--- src/rtl/store_narrow_unit.sv ---
// Sub-word store engine: narrows a register value to byte/half/word and
// writes it to word-organised memory, using read-modify-write for sub-words.
//
// Ports:
//   clk, rst           clock, synchronous active-high reset
//   start, size,       request pulse (taken only when idle), store size
//   addr, wdata        (00 byte, 01 half, 10 word, 11 illegal), byte address
//                      and register value
//   busy, done, err    not-idle flag, completion pulse, reject pulse
//   trunc_ovf          value does not survive narrow-then-sign-extend
//   mem_addr           word address of the store
//   mem_re, mem_rdata  read request (held until mem_ready), read data
//   mem_we, mem_wdata  write request (held until mem_ready), merged word
//   mem_ready          memory acknowledge, zero or more cycles after request
module store_narrow_unit (
  input  logic        clk,
  input  logic        rst,
  input  logic        start,
  input  logic [1:0]  size,
  input  logic [31:0] addr,
  input  logic [31:0] wdata,
  output logic        busy,
  output logic        done,
  output logic        err,
  output logic        trunc_ovf,
  output logic [31:0] mem_addr,
  output logic        mem_re,
  input  logic [31:0] mem_rdata,
  output logic        mem_we,
  output logic [31:0] mem_wdata,
  input  logic        mem_ready
);

  localparam logic [1:0] SZ_B = 2'b00;
  localparam logic [1:0] SZ_H = 2'b01;
  localparam logic [1:0] SZ_W = 2'b10;

  typedef enum logic [1:0] {
    IDLE  = 2'd0,
    READ  = 2'd1,
    WRITE = 2'd2,
    FIN   = 2'd3
  } state_t;

  state_t      state_q;
  state_t      state_d;
  logic [1:0]  size_q;
  logic [31:0] addr_q;
  logic [31:0] wdata_q;
  logic [31:0] old_q;
  logic        err_q;
  logic        ovf_q;

  logic        accept;
  logic        bad;
  logic        ovf_in;
  logic [31:0] merged;

  assign accept = (state_q == IDLE) && start;

  // Reject illegal size and any access that straddles its natural lane.
  always_comb begin
    bad = 1'b0;
    unique case (size)
      SZ_B:    bad = 1'b0;
      SZ_H:    bad = addr[0];
      SZ_W:    bad = |addr[1:0];
      default: bad = 1'b1;
    endcase
  end

  // A value survives the round trip only if every bit above the
  // sub-word sign bit replicates that sign bit.
  always_comb begin
    ovf_in = 1'b0;
    unique case (size)
      SZ_B: ovf_in = !((&wdata[31:7]) || !(|wdata[31:7]));
      SZ_H: ovf_in = !((&wdata[31:15]) || !(|wdata[31:15]));
      default: ovf_in = 1'b0;
    endcase
  end

  always_comb begin
    state_d = state_q;
    unique case (state_q)
      IDLE: begin
        if (start && !bad) begin
          state_d = (size == SZ_W) ? WRITE : READ;
        end
      end
      READ: begin
        if (mem_ready) begin
          state_d = WRITE;
        end
      end
      WRITE: begin
        if (mem_ready) begin
          state_d = FIN;
        end
      end
      FIN: state_d = IDLE;
      default: state_d = IDLE;
    endcase
  end

  always_ff @(posedge clk) begin
    if (rst) begin
      state_q <= IDLE;
      size_q  <= SZ_B;
      addr_q  <= '0;
      wdata_q <= '0;
      old_q   <= '0;
      err_q   <= 1'b0;
      ovf_q   <= 1'b0;
    end else begin
      state_q <= state_d;
      err_q   <= accept && bad;
      if (accept) begin
        size_q  <= size;
        addr_q  <= addr;
        wdata_q <= wdata;
        ovf_q   <= ovf_in;
      end
      if ((state_q == READ) && mem_ready) begin
        old_q <= mem_rdata;
      end
    end
  end

  // Little-endian lane replacement; only registered operands feed it, so
  // the write word is stable for the whole request.
  always_comb begin
    merged = old_q;
    unique case (size_q)
      SZ_B: begin
        unique case (addr_q[1:0])
          2'd0: merged[7:0]   = wdata_q[7:0];
          2'd1: merged[15:8]  = wdata_q[7:0];
          2'd2: merged[23:16] = wdata_q[7:0];
          2'd3: merged[31:24] = wdata_q[7:0];
          default: merged = old_q;
        endcase
      end
      SZ_H: begin
        if (addr_q[1]) begin
          merged[31:16] = wdata_q[15:0];
        end else begin
          merged[15:0] = wdata_q[15:0];
        end
      end
      SZ_W: merged = wdata_q;
      default: merged = old_q;
    endcase
  end

  assign busy      = (state_q != IDLE);
  assign done      = (state_q == FIN);
  assign mem_re    = (state_q == READ);
  assign mem_we    = (state_q == WRITE);
  assign err       = err_q;
  assign trunc_ovf = ovf_q;
  assign mem_addr  = {addr_q[31:2], 2'b00};
  assign mem_wdata = merged;

endmodule

--- config.mk ---
export PLATFORM = sky130hd
export DESIGN_NAME = store_narrow_unit
export DESIGN_NICKNAME = d
export VERILOG_FILES = /design/src/rtl/store_narrow_unit.sv
export SDC_FILE = /design/constraint.sdc
export NUM_CORES = 1
export LEC_CHECK = 0
export ABC_AREA = 1
export CELL_PAD_IN_SITES_DETAIL_PLACEMENT = 0
export CELL_PAD_IN_SITES_GLOBAL_PLACEMENT = 1
export CORE_ASPECT_RATIO = 0.75
export CORE_MARGIN = 2
export CORE_UTILIZATION = 31
export DETAILED_ROUTE_END_ITERATION = 16
export MAX_ROUTING_LAYER = met4
export PLACE_DENSITY = 0.86
export REMOVE_ABC_BUFFERS = 1
export SKIP_CTS_REPAIR_TIMING = 1
export SYNTH_ARGS = -nofsm -noshare
export SYNTH_HDL_FRONTEND = slang
export SYNTH_SLANG_ARGS = --single-unit
--- constraint.sdc ---
create_clock -name clk -period 2 [get_ports clk]
set_input_delay 0.4 -clock clk [delete_from_list [all_inputs] [get_ports clk]]
set_output_delay 0.4 -clock clk [all_outputs]
set_load 0.02 [all_outputs]
Word level (Yosys, flattened, before mapping)
Index checks and enable logic that the tools add are counted.
W data, S select, Z words.
{ "word_totals": {"register_bits": 102, "in_bits": 102, "output_inout_bits": 70, "word_cells": 56} }
{ "classes": {"eq_ne": 13, "mux": 14, "n_reduce_logical": 22} }
{ "op_table": {"columns": ["cell", "count"], "rows": [
  ["$pmux W32 S3", 1],
  ["$mux W16", 2],
  ["$mux W8", 4],
  ["$reduce_and A25 Y1", 1],
  ["$reduce_or A25 Y1", 1],
  ["$reduce_and A17 Y1", 1],
  ["$reduce_or A17 Y1", 1],
  ["$eq A2 B2 Y1 const B", 6],
  ["$eq A2 B1 Y1 const B", 4],
  ["$logic_not A2 Y1", 4],
  ["$mux W2", 4],
  ["$pmux W2 S4", 1],
  ["$ne A2 B1 Y1 const B", 3],
  ["$logic_not A1 Y1", 5],
  ["$logic_and A1 B1 Y1", 4],
  ["$pmux W1 S3", 1],
  ["$reduce_and A3 Y1", 1],
  ["$logic_or A1 B1 Y1", 2],
  ["$pmux W1 S2", 1],
  ["$reduce_bool A2 Y1", 1],
  ["$reduce_or A2 Y1", 1]
]} }

Logic depth before layout (Yosys ltp)
{ "logic_depth": {"depth_word": 6, "mapped_depth": 9, "ltp_nobuf": 9} }

Worst setup path after synthesis
OpenSTA, ideal clock, no wires.
{ "synth_timing": {"path_type": "register -> output", "from": "register size_q[1]", "to": "output mem_wdata[0]", "arrival_ps": 1549, "required_time_ps": 1600, "slack_ps": 51, "stages_incl_launch_ff": 7, "n_path_buf": 1, "cell_sequence": "dfxtp_1 > inv_1 > nand2_1 > o21ai_2 > a31oi_4 > buf_4 > o21ai_0"} }
{ "synth_via": {"elab_chain_cells": 2, "word_cells_on_any_way": 4, "classes_between": "2 x eq/ne; 1 x mux; 1 x reduce/logical"} }
{ "synth_lines": {"columns": ["element", "line_no", "text"], "rows": [
  ["start: declaration", "47", "logic [1:0] size_q;"],
  ["start signal: assignment", "119", "size_q <= size;"],
  ["$eq A2 B2 Y1 (tied with other cells)", "134", "unique case (size_q)"],
  ["$pmux W32 S3 (*)", "134", null],
  ["end: declaration", "30", "output logic [31:0] mem_wdata,"]
]} }
Mark *: on every way between the ends. The rest lies on a longest branch, timed or not.

Final worst setup path
{ "layout_timing": {"from": "register size_q[1]", "to": "output mem_wdata[6]"} }
The elaborated chain is that of the path after synthesis.

==> impl_results.md <==
* Final ANT Viol Nets at 0
* Root buffer cell: clkbuf_16
* CP required at approximately 1600 ps
* Pwr/cell area at 1260 nW/um^2
* Adder-cell share of the synthesized area at between 1 and 1.5%
* End of the worst hold path: old_q[20]
* Crit share post-route at 105%
* Main synth FF type: dfxtp_1
* Hold path depth at 2
* Total global-route track usage at 18.8%
* Reg2Reg Depth at 7
* Top post-synthesis cells by area: dfxtp_1 43%, nor2_1 17%, o21ai_0 12%, nand2_1 7.3%, buf_4 5.2%
* Unrepaired setup endpoints after global routing: true
* Setup tns final at -1090 ps
* Max-cap viol count at 0
* Number of port buffers at about 170
* First-pass GRT wire length at 23.7 mm
* Yosys warns at 0
* Layout Skew at 8.65 ps
* CP dominant cell by count: buf_4
* Mux cell area share after synthesis at 0%
* DR WL/cell at 14.4 um
* Synth top cells by count: 211 x nor2_1, 116 x o21ai_0, 102 x dfxtp_1
* RR Startpoint: state_q[0]
* Max Clk Rate at between 400 and 500 MHz
* Syn Area/Cell at between 6 and 7 um^2
* Layout Cells excl Fill at around 1,000
* Cell area after synthesis at between 4000 and 5000 um^2
* Largest family of logic cells by synthesized area: simple AND/OR/NAND/NOR gates
* Count of cell types in the netlist at 25
* Final net count at 941
* Synth Area in Compound Gates at about 20%
* Crit path cell chain: nor2_4, buf_4, a31oi_4, buf_12, nand2_1, o21ai_1, buf_4
* Final setup viols at 26
* Register area at 2050 um^2
* Worst Slack Setup Final at -104 ps
* Leakage at 2.87 nW
* Gpl congestion at between 0.8 and 0.9
* Die footprint at ~16,000 um^2
* Core region area at approximately 15,000 um^2
* Initial Util at a little under a third
* Clk slew on worst S/H paths at around 70 ps
* Synthesis-to-finish area growth at 48.1%
* Class of the worst hold path: reg2reg
* Simple-gate area share of the yosys netlist at 25.9%
* DIE WIDTH at 147 um
* Cell with the most instances after synthesis: nor2_1
* CTS H-tree lvls at 3
* Worst skew pair latency at about 350 ps
* Clock Sinks at around 100
* Post-DP HPWL at around 11 mm
* Max Root-Sink Buffers at 2
* DRT Pass-1 Iters at 5
* Synth top area share at 42.9%
* Die Span Y at 111 um
* Area leader, netlist: dfxtp_1
* Initial antenna violation count at 0
* Final Hold Slack at ~460 ps
* Ant. Diodes at 0
* Number of global-route vias before repair at ~4,600
* Fin crit period at ~2100 ps
* Min-delay src: old_q[20]
* Via/cell ratio at about 4.7
* Worst setup path class: reg2out
* Multi-input logic area at ~2400 um^2
* Share of cells above drive strength 1 at 14.3%
* Crit end category: primary output
* CP Launch Type: flop
* Num CTS Buffers at 9
* DR vias at around 4,900
* Largest net degree at the start of global routing at 88
* Syn Inst Count at roughly 680
* # DRC at 0
* Final wirelength at around 15 mm
* WP data arrival at 1700 ps
* Post-Synth XOR/XNOR Area at 0%
* Number of DRC markers in iteration 0 at 347
* Post-Place Cells at 1,025
* Num rows at 39
* Max Slew Vio Count at 0
* EDFF count, synth at 0
* RR Endpoint: wdata_q[22]
* CP max-delay cell: dfxtp_4
* Flops & latches, synth at between 100 and 150
* Reg2Reg Setup Slack at around 600 ps
* Violated checks: negative setup slack
* Num ports at around 170
* Final hold vios at 0
* Register area share after synthesis at 42.9%
* Worst vdd ir at just over 0.5 mV
* Global route overflow at 0
* Run status: finished with violations
* Largest stage delay, worst path at slightly above 400 ps
* Post-synth ARST share at 0%
* Critical path peak fanout at 8
* CTS tree: yes
* Fillers at around 1,600
* Tot Pwr at between 8 and 9 mW
==> worst max-delay path: cells and delay by family, from the launching register on <==
kind / cells / cell delay, ps
buf+inv: 3 / 470
flops: 1 / 410
compound gates: 2 / 370
simple gates: 2 / 120
==> routing by layer <==
layer	track usage, %	vias to the layer above	wire (um)
met4	3.65	0	132
met5	-	-	0
li1	-	2498	-
met2	27.8	173	6460
met3	5.14	15	1150
met1	25.9	2232	7290
==> where the power goes <==
group	internal, mW	switching (mW)
registers	2.56	0.355
clock network	1.01	0.794
logic	1.82	2.36
total	5.40	3.51
==> layout by cell type, fill, tap and decap left out, types with 6 or more instances in the layout <==
cell type          n
a21oi_1           13
a22o_1             8
buf_4             45
buf_6             12
clkbuf_16         10
clkdlybuf4s50_1  134
dfxtp_1           98
inv_1             17
nand2_1           83
nand2_2            8
nand3_1            8
nor2_1           210
o211ai_1          13
o21ai_0          107
o21ai_1            6
o221ai_1           6
==> state kept, by name, indices dropped and copies added, names as in the netlist <==
name	cells
size_q	2
wdata_q	32
old_q	32
addr_q	32
err	1
trunc_ovf	1
state_q	2
==> how the worst max path moves through the flow <==
| stage | from | endpoint | cells past startpoint | slack [ps] |
|---|---|---|---|---|
| 5_1_grt | size_q[1] | mem_wdata[29] | 8 | -180 |
| 6_report | size_q[1] | mem_wdata[6] | 7 | -100 |
| 3_5_place_dp | addr_q[1] | mem_wdata[19] | 4 | -350 |
| 4_1_cts | addr_q[1] | mem_wdata[19] | 4 | -740 |
| 3_3_place_gp | addr_q[1] | mem_wdata[17] | 4 | -340 |
| 2_1_floorplan | state_q[0] | trunc_ovf | 6 | -1040 |
==> per-stage QoR <==
stage	utilization (%)	worst slack, ps	instance area [um^2]
6_report	46.6	-104	7050
5_1_grt	46.6	-184	7050
4_1_cts	45.8	-741	6930
3_5_place_dp	43.8	-352	6630
3_3_place_gp	43.8	-342	6630
2_1_floorplan	-	-1040	4380
==> final cells by class <==
cell class              instances  share of cell area, %
clock buffers                  11                   3.44
clock inverters                 5                  0.816
flip-flops and latches        102                   29.1
multi-input cells             493                   33.5
inverters                      23                   1.28
repair buffers                205                   28.2
well taps                     205                   3.64
==> cell families after synthesis <==
group	after synthesis
AND/OR/NAND/NOR	322
buffers and inverters	90
other	1
flip-flops	102
adder cells (fa/ha/maj)	5
AO/OA/AOI/OAI	164
(Power assumes the default switching activity.)
